<file path="config.mk">
export PLATFORM = sky130hd
export DESIGN_NAME = booth_multiplier
export DESIGN_NICKNAME = d
export VERILOG_FILES = /design/src/rtl/booth_multiplier.sv
export SDC_FILE = /design/constraint.sdc
export NUM_CORES = 1
export LEC_CHECK = 0
export CORE_ASPECT_RATIO = 1.5
export CORE_MARGIN = 2
export CORE_UTILIZATION = 50
export DETAILED_ROUTE_END_ITERATION = 6
export PLACE_DENSITY = 0.81
export SYNTH_ARGS = -nofsm -noshare
export SYNTH_HDL_FRONTEND = slang
export SYNTH_SLANG_ARGS = --single-unit
export TNS_END_PERCENT = 50
</file>
<file path="constraint.sdc">
create_clock -name clk_i -period 5 [get_ports clk_i]
set_clock_uncertainty 0.1 [all_clocks]
set_input_delay 1 -clock clk_i [delete_from_list [all_inputs] [get_ports clk_i]]
set_output_delay 1 -clock clk_i [all_outputs]
set_load 0.005 [all_outputs]
</file>
<file path="src/rtl/booth_multiplier.sv">
// -----------------------------------------------------------------------------
// booth_multiplier
//
// Sequential radix-2 Booth multiplier. Produces the full 2*WIDTH-bit product of
// two WIDTH-bit operands, both treated as two's-complement (signed_i=1) or both
// as unsigned (signed_i=0). One Booth step is performed per clock cycle.
//
// Handshake: start_i is sampled only in IDLE. busy_o is high during the
// WIDTH+1 CALC cycles. done_o pulses for one cycle, and product_o carries the
// new result in that same cycle. product_o holds its value until the next
// completed operation or until reset. There is no queuing, so start_i outside
// IDLE is ignored.
//
// Ports:
//   clk_i           clock, rising edge
//   rst_ni          asynchronous active-low reset
//   start_i         request (sampled in IDLE only)
//   signed_i        1 = operands signed, 0 = unsigned (captured with start_i)
//   multiplicand_i  operand M (captured with start_i)
//   multiplier_i    operand Q (captured with start_i)
//   product_o       registered 2*WIDTH-bit result
//   busy_o          operation in progress (CALC state)
//   done_o          one-cycle completion pulse
//   state_o         current FSM state (0=IDLE, 1=CALC, 2=DONE)
// -----------------------------------------------------------------------------
module booth_multiplier #(
  parameter int unsigned WIDTH = 8
) (
  input  logic                 clk_i,
  input  logic                 rst_ni,
  input  logic                 start_i,
  input  logic                 signed_i,
  input  logic [WIDTH-1:0]     multiplicand_i,
  input  logic [WIDTH-1:0]     multiplier_i,
  output logic [2*WIDTH-1:0]   product_o,
  output logic                 busy_o,
  output logic                 done_o,
  output logic [1:0]           state_o
);

  localparam int unsigned CW = $clog2(WIDTH + 2);

  typedef enum logic [1:0] {
    S_IDLE = 2'd0,
    S_CALC = 2'd1,
    S_DONE = 2'd2
  } state_e;

  state_e               state_q, state_d;
  logic [WIDTH+1:0]     a_q, a_d;       // accumulator, one guard bit above M
  logic [WIDTH:0]       q_q, q_d;       // extended multiplier
  logic [WIDTH:0]       m_q, m_d;       // extended multiplicand
  logic                 qm1_q, qm1_d;
  logic [CW-1:0]        cnt_q, cnt_d;
  logic [2*WIDTH-1:0]   prod_q, prod_d;

  logic [WIDTH+1:0]     m_ext;
  logic [WIDTH+1:0]     sum;
  logic [WIDTH+1:0]     a_sh;
  logic [WIDTH:0]       q_sh;
  logic                 last_step;

  // Booth step: add/subtract M according to {Q[0],Qm1}, then arithmetic
  // shift of {A,Q,Qm1} right by one. The A guard bit keeps -M from
  // overflowing when M is the most-negative value.
  always_comb begin
    m_ext = {m_q[WIDTH], m_q};
    sum   = a_q;
    case ({q_q[0], qm1_q})
      2'b01:   sum = a_q + m_ext;
      2'b10:   sum = a_q - m_ext;
      default: sum = a_q;
    endcase
    a_sh      = {sum[WIDTH+1], sum[WIDTH+1:1]};
    q_sh      = {sum[0], q_q[WIDTH:1]};
    last_step = (cnt_q == CW'(WIDTH));
  end

  always_comb begin
    state_d = state_q;
    a_d     = a_q;
    q_d     = q_q;
    m_d     = m_q;
    qm1_d   = qm1_q;
    cnt_d   = cnt_q;
    prod_d  = prod_q;

    case (state_q)
      S_IDLE: begin
        if (start_i) begin
          m_d     = signed_i ? {multiplicand_i[WIDTH-1], multiplicand_i}
                             : {1'b0, multiplicand_i};
          q_d     = signed_i ? {multiplier_i[WIDTH-1], multiplier_i}
                             : {1'b0, multiplier_i};
          a_d     = '0;
          qm1_d   = 1'b0;
          cnt_d   = '0;
          state_d = S_CALC;
        end
      end
      S_CALC: begin
        a_d   = a_sh;
        q_d   = q_sh;
        qm1_d = q_q[0];
        cnt_d = cnt_q + CW'(1);
        if (last_step) begin
          // The product register is loaded together with the move into DONE
          // so that product_o is already new while done_o is high.
          prod_d  = {a_sh[WIDTH-2:0], q_sh};
          state_d = S_DONE;
        end
      end
      S_DONE: begin
        state_d = S_IDLE;
      end
      default: begin
        state_d = S_IDLE;
      end
    endcase
  end

  always_ff @(posedge clk_i or negedge rst_ni) begin
    if (!rst_ni) begin
      state_q <= S_IDLE;
      a_q     <= '0;
      q_q     <= '0;
      m_q     <= '0;
      qm1_q   <= 1'b0;
      cnt_q   <= '0;
      prod_q  <= '0;
    end else begin
      state_q <= state_d;
      a_q     <= a_d;
      q_q     <= q_d;
      m_q     <= m_d;
      qm1_q   <= qm1_d;
      cnt_q   <= cnt_d;
      prod_q  <= prod_d;
    end
  end

  assign product_o = prod_q;
  assign busy_o    = (state_q == S_CALC);
  assign done_o    = (state_q == S_DONE);
  assign state_o   = state_q;

endmodule

</file>
Yosys cells after proc, flatten, opt, wreduce, memory -nomap -nowiden:

Cells that the tools add are included.
W data, S select, Z words.

* flip-flop bits (word level): 51
* input bits: 20
* output and inout bits: 20
* word-level logic and storage cells: 37

* $add $sub $neg: 3
* equality and inequality tests: 7
* muxes and demuxes: 14
* reductions and logical operators: 6

Operator list (number)
* $pmux W10 S2: 2
* $mux W9: 3
* $pmux W9 S2: 1
* $add A10 B10 Y10: 1
* $mux W10: 1
* $sub A10 B10 Y10: 1
* $pmux W4 S2: 1
* $reduce_and A2 Y1: 4
* $add A4 B1 Y4 const B: 1
* $eq A2 B1 Y1 const B: 2
* $eq A2 B2 Y1 const B: 2
* $eq A4 B4 Y1 const B: 1
* $mux W2: 2
* $mux W4: 1
* $pmux W2 S2: 1
* $logic_not A2 Y1: 1
* $ne A2 B1 Y1 const B: 1
* $ne A2 B2 Y1 const B: 1
* $pmux W1 S2: 1
* $reduce_bool A2 Y1: 1
* $mux W1: 1

Depth between registers and ports, before layout:

* depth after elaboration: 3
* gate-level depth with buffers: 12
* mapped depth without buffers: 12

Worst setup path before layout:

No wires, ideal clock.

* path kind: reg-to-reg
* from: register m_q[0]
* to: register a_q[8]
* library setup time: 124 ps
* arrival time: 2373 ps
* required time: 4776 ps
* path slack: 2403 ps
* stages on the path, launching flop included: 12
* path buffers: 0
* period minus slack after synthesis: 2597 ps
* cells stage by stage: dfrtp_1 > inv_1 > ha_1 > nor2b_1 > a21oi_1 > xnor2_1 > ha_1 > a21o_1 > o311a_1 > a211oi_1 > mux2i_1 > o21ai_1

* cells in the longest elaborated chain, start to end: 3
* elaborated cells between the ends (all ways): 4
* those cells by class: add/sub (2); mux (2)

Ends and longest elaborated chain
* from (decl): RTL line 52 `logic [WIDTH:0] m_q, m_d;`
* from (signal assigned): RTL line 135 `m_q <= m_d;`
* $sub A10 B10 Y10 / $add A10 B10 Y10 (equally long branches): RTL line 71, 70
* $pmux W10 S2 *: RTL line 69 `case ({q_q[0], qm1_q})`
* $pmux W10 S2 *: RTL line 88 `case (state_q)`
* to (signal assigned): RTL line 125 `a_q <= '0;`
* to (signal assigned): RTL line 133 `a_q <= a_d;`
* to (decl): RTL line 50 `logic [WIDTH+1:0] a_q, a_d;`

Mark *: on every way between the ends. The rest lies on a longest branch, timed or not.
A chain may end at the register's enable or synchronous reset.

Worst setup path after layout:

* from: register state_q[0], in the netlist state_o[0]
* to: output port busy_o

* cells in the longest elaborated chain, start to end: 1

Ends and longest elaborated chain
* from (decl): RTL line 49 `state_e state_q, state_d;`
* from (signal assigned): RTL line 132 `state_q <= state_d;`
* $eq A2 B1 Y1: RTL line 143 `assign busy_o = (state_q == S_CALC);`
* to (decl): RTL line 36 `output logic busy_o,`

Every way passes these cells.

==> out/results.tsv <==
stage	metric	value	unit
synth	yosys.area.top_type_share	46.2	%
clock_tree	cts.path.max_buffers	2	
synth	postSynth.asyncResetShare	100	%
critical_path	cp-start-kind	flip-flop	
clock_tree	cts-root-buf	clkbuf_8	
synth	yosys_warnings	0	
placed_design	port_buffers	39	
placed_design	pre_cts_slack	1.93	ns
critical_path	cp-endpoint	busy_o	
die	rows	32	
worst_hold_path	hold_class	reg2reg	
detailed_routing	wire_per_inst	15.3	um
synth	yosys.area.top_type	dfrtp_1	
placed_design	hpwl	4490	um
die	pin_count	40	
detailed_routing	via_count	2298	
grt	track_usage	22.7	%
synth	synth.avg_cell_area	9.09	sq um
detailed_routing	drt_wl_total	6170	um
grt	overflow	0	
detailed_routing	first_pass_iters	4	
critical_path	crit_type	reg2out	
critical_path	path_buf_inv	2	
synth	synth_edf_count	0	
sta	period_share	65.2	%
placed_design	gp_congestion	0.828	
synth	ys.flop_type	dfrtp_1	
die	core	0.00520	sq mm
clock_tree	clk_latency	0.32	ns
final_layout	seq_area	0.00125	sq mm
clock_tree	cts.htree.levels	2	
synth	synth_cell_type_count	45	
clock_tree	cts_tree	done	
critical_path	arrival	2.16	ns
final_layout	instances_no_fill	403	
final_layout	multi_input_area	0.00133	sq mm
pwr	ir_drop	0.398	mV
die	die_h	94.1	um
critical_path	critPathMaxStageDelay	0.62	ns
critical_path	cp.required	3.90	ns
synth	synth-seq-cells	50	
detailed_routing	drt-initial-drc-count	73	
sta	tns	0	ns
sta	finalCriticalPeriod	3.26	ns
critical_path	critical_path_depth	3	
critical_path	cp-startpoint	state_o[0]$_DFFE_PN0P_	
grt	grt_max_degree	51	
critical_path	r2r_start	q_q[0]$_DFFE_PN0P_	
final_layout	nets	368	
sta	drv_slew	0	
grt	grt_antenna_before_repair	0	
clock_tree	ctsHoldBuffers	0	
grt	grt_pass1_wl	10600	um
sta	rsz0062_at_grt	false	
detailed_routing	vias_per_cell	5.70	
outcome	status	finished clean	
final_layout	postLayoutCoreUtil	61.9	%
synth	synthTopCellsByArea	dfrtp_1 46%, nand2_1 11%, ha_1 6.0%	
placed_design	dp.cells	395	
synth	synth_commonest_cells	76 x nand2_1, 50 x dfrtp_1, 19 x o21ai_0, 17 x o21ai_1, 13 x ha_1	
sta	setup_viol	0	
sta	final-hold-violation-count	0	
critical_path	critPathSlowestCell	dfrtp_1	
critical_path	path_max_fanout	14	
sta	slew_headroom	38.2	%
clock_tree	cts_sinks	50	
grt	grt_pass1_vias	2391	
clock_tree	clkTransAtPathRegs	0.10	ns
critical_path	ff2ff_path_depth	10	
final_layout	layout-drive-gt1-share	6.27	%
die	die_area	0.00603	sq mm
sta	max_freq	0.307	GHz
critical_path	cp_cell_sequence	nand2b_1, inv_2, clkdlybuf4s50_1	
clock_tree	postCtsSetupRepairBufs	0	
synth	syn_nets	332	
die	die_w	64.1	um
synth	synthCells	298	
final_layout	area_growth	19.0	%
pwr	power_density	821	mW/mm^2
synth	seq_area_frac_synth	46.2	%
critical_path	worst-r2r-setup-slack	2.04	ns
detailed_routing	drc	0	
sta	worst_pin_slew	0.926	ns
detailed_routing	drtAntennaViolNets	0	
critical_path	cpLargestDelayFamily	buffers and inverters	
synth	yosysMostFrequentCell	nand2_1	
critical_path	worstReg2RegEnd	a_q[8]$_DFFE_PN0P_	
clock_tree	ctsResizeCount	0	
synth	syn-cell-area	0.00271	sq mm
pwr	p_leak	1.46	nW
clock_tree	cts_buffers	5	
sta	setup_slack	1.74	ns
final_layout	fillers	446	
job	cap_violations	0	
final_layout	insertedDiodeCount	0	
critical_path	cp-end-kind	output pin	
die	initial_core_util	52.0	%
layout by cell type, fill, tap and decap left out, types with 9 or more instances in the layout:
master	instances
ha_1	13
inv_1	12
o21ai_0	19
o21ai_1	17
nand2_1	76
xnor2_1	9
dfrtp_1	50
clkdlybuf4s50_1	38
nor2_1	9
per-stage QoR:
step / hold slack, ns / total power [mW] / cell area [sq um]
floorplan: 0.361 / 1.94 / 2710
global placement: 0.361 / 2.32 / 3130
detailed placement: 0.366 / 2.38 / 3130
CTS: 0.389 / 2.64 / 3220
global route: 0.413 / 2.87 / 3220
finish: 0.384 / 2.64 / 3220
worst min-delay path by stage:
stage | startpoint | endpoint | slack, ns | cells past startpoint
6_report | product_o[6]$_DFFE_PN0P_ | product_o[6]$_DFFE_PN0P_ | 0.38 | 2
2_1_floorplan | q_q[2]$_DFFE_PN0P_ | product_o[1]$_DFFE_PN0P_ | 0.36 | 2
3_3_place_gp | product_o[4]$_DFFE_PN0P_ | product_o[4]$_DFFE_PN0P_ | 0.36 | 2
5_1_grt | product_o[6]$_DFFE_PN0P_ | product_o[6]$_DFFE_PN0P_ | 0.41 | 2
4_1_cts | product_o[5]$_DFFE_PN0P_ | product_o[5]$_DFFE_PN0P_ | 0.39 | 2
3_5_place_dp | product_o[5]$_DFFE_PN0P_ | product_o[5]$_DFFE_PN0P_ | 0.37 | 2
layer usage:
metal | up-vias | GRT usage [%] | share of wire (%)
li1 | 1096 | - | -
met1 | 1119 | 25.3 | 40
met2 | 59 | 39.9 | 52
met3 | 24 | 3.24 | 3.1
met4 | 0 | 14.5 | 4.7
met5 | - | 0 | 0
cells by family after synthesis:
family,share of synthesized area (%)
compound gates,18.8
xor+xnor,3.56
fa+ha+maj,6.74
buf+inv,4.76
flops,46.2
mux,2.31
simple gates,17.7
flip-flops by register name, summed over array words and instances, names as in the netlist:
| name | count |
|---|---|
| a_q | 9 |
| cnt_q | 4 |
| m_q | 9 |
| product_o | 16 |
| q_q | 9 |
| qm1_q | 1 |
| state_o | 2 |
area by class of cell:
class	instances	area share, %
Tap cell	68	2.64
Inverter	14	1.63
Sequential cell	50	38.8
Multi-Input combinational cell	221	41.3
Clock buffer	5	2.14
Timing Repair Buffer	42	12.7
Clock inverter	3	0.776
worst register-to-register path: cells and delay by family, from the launching register on:
| kind | cells | cell delay (ns) |
|---|---|---|
| DFF | 1 | 0.43 |
| and+or+nand+nor | 1 | 0.18 |
| muxes | 2 | 0.64 |
| AOI/OAI and AO/OA | 4 | 0.86 |
| adders and majority gates | 2 | 0.59 |
| buffers and inverters | 1 | 0.06 |
where the power goes:
part / switching, mW / total (mW) / leakage, nW / internal, mW
combinational: 0.880 / 1.62 / 0.787 / 0.743
sequential: 0.170 / 0.768 / 0.627 / 0.597
clock: 0.154 / 0.255 / 0.0447 / 0.101
total: 1.20 / 2.64 / 1.46 / 1.44
Note: power is estimated with default switching activity, not from simulation.
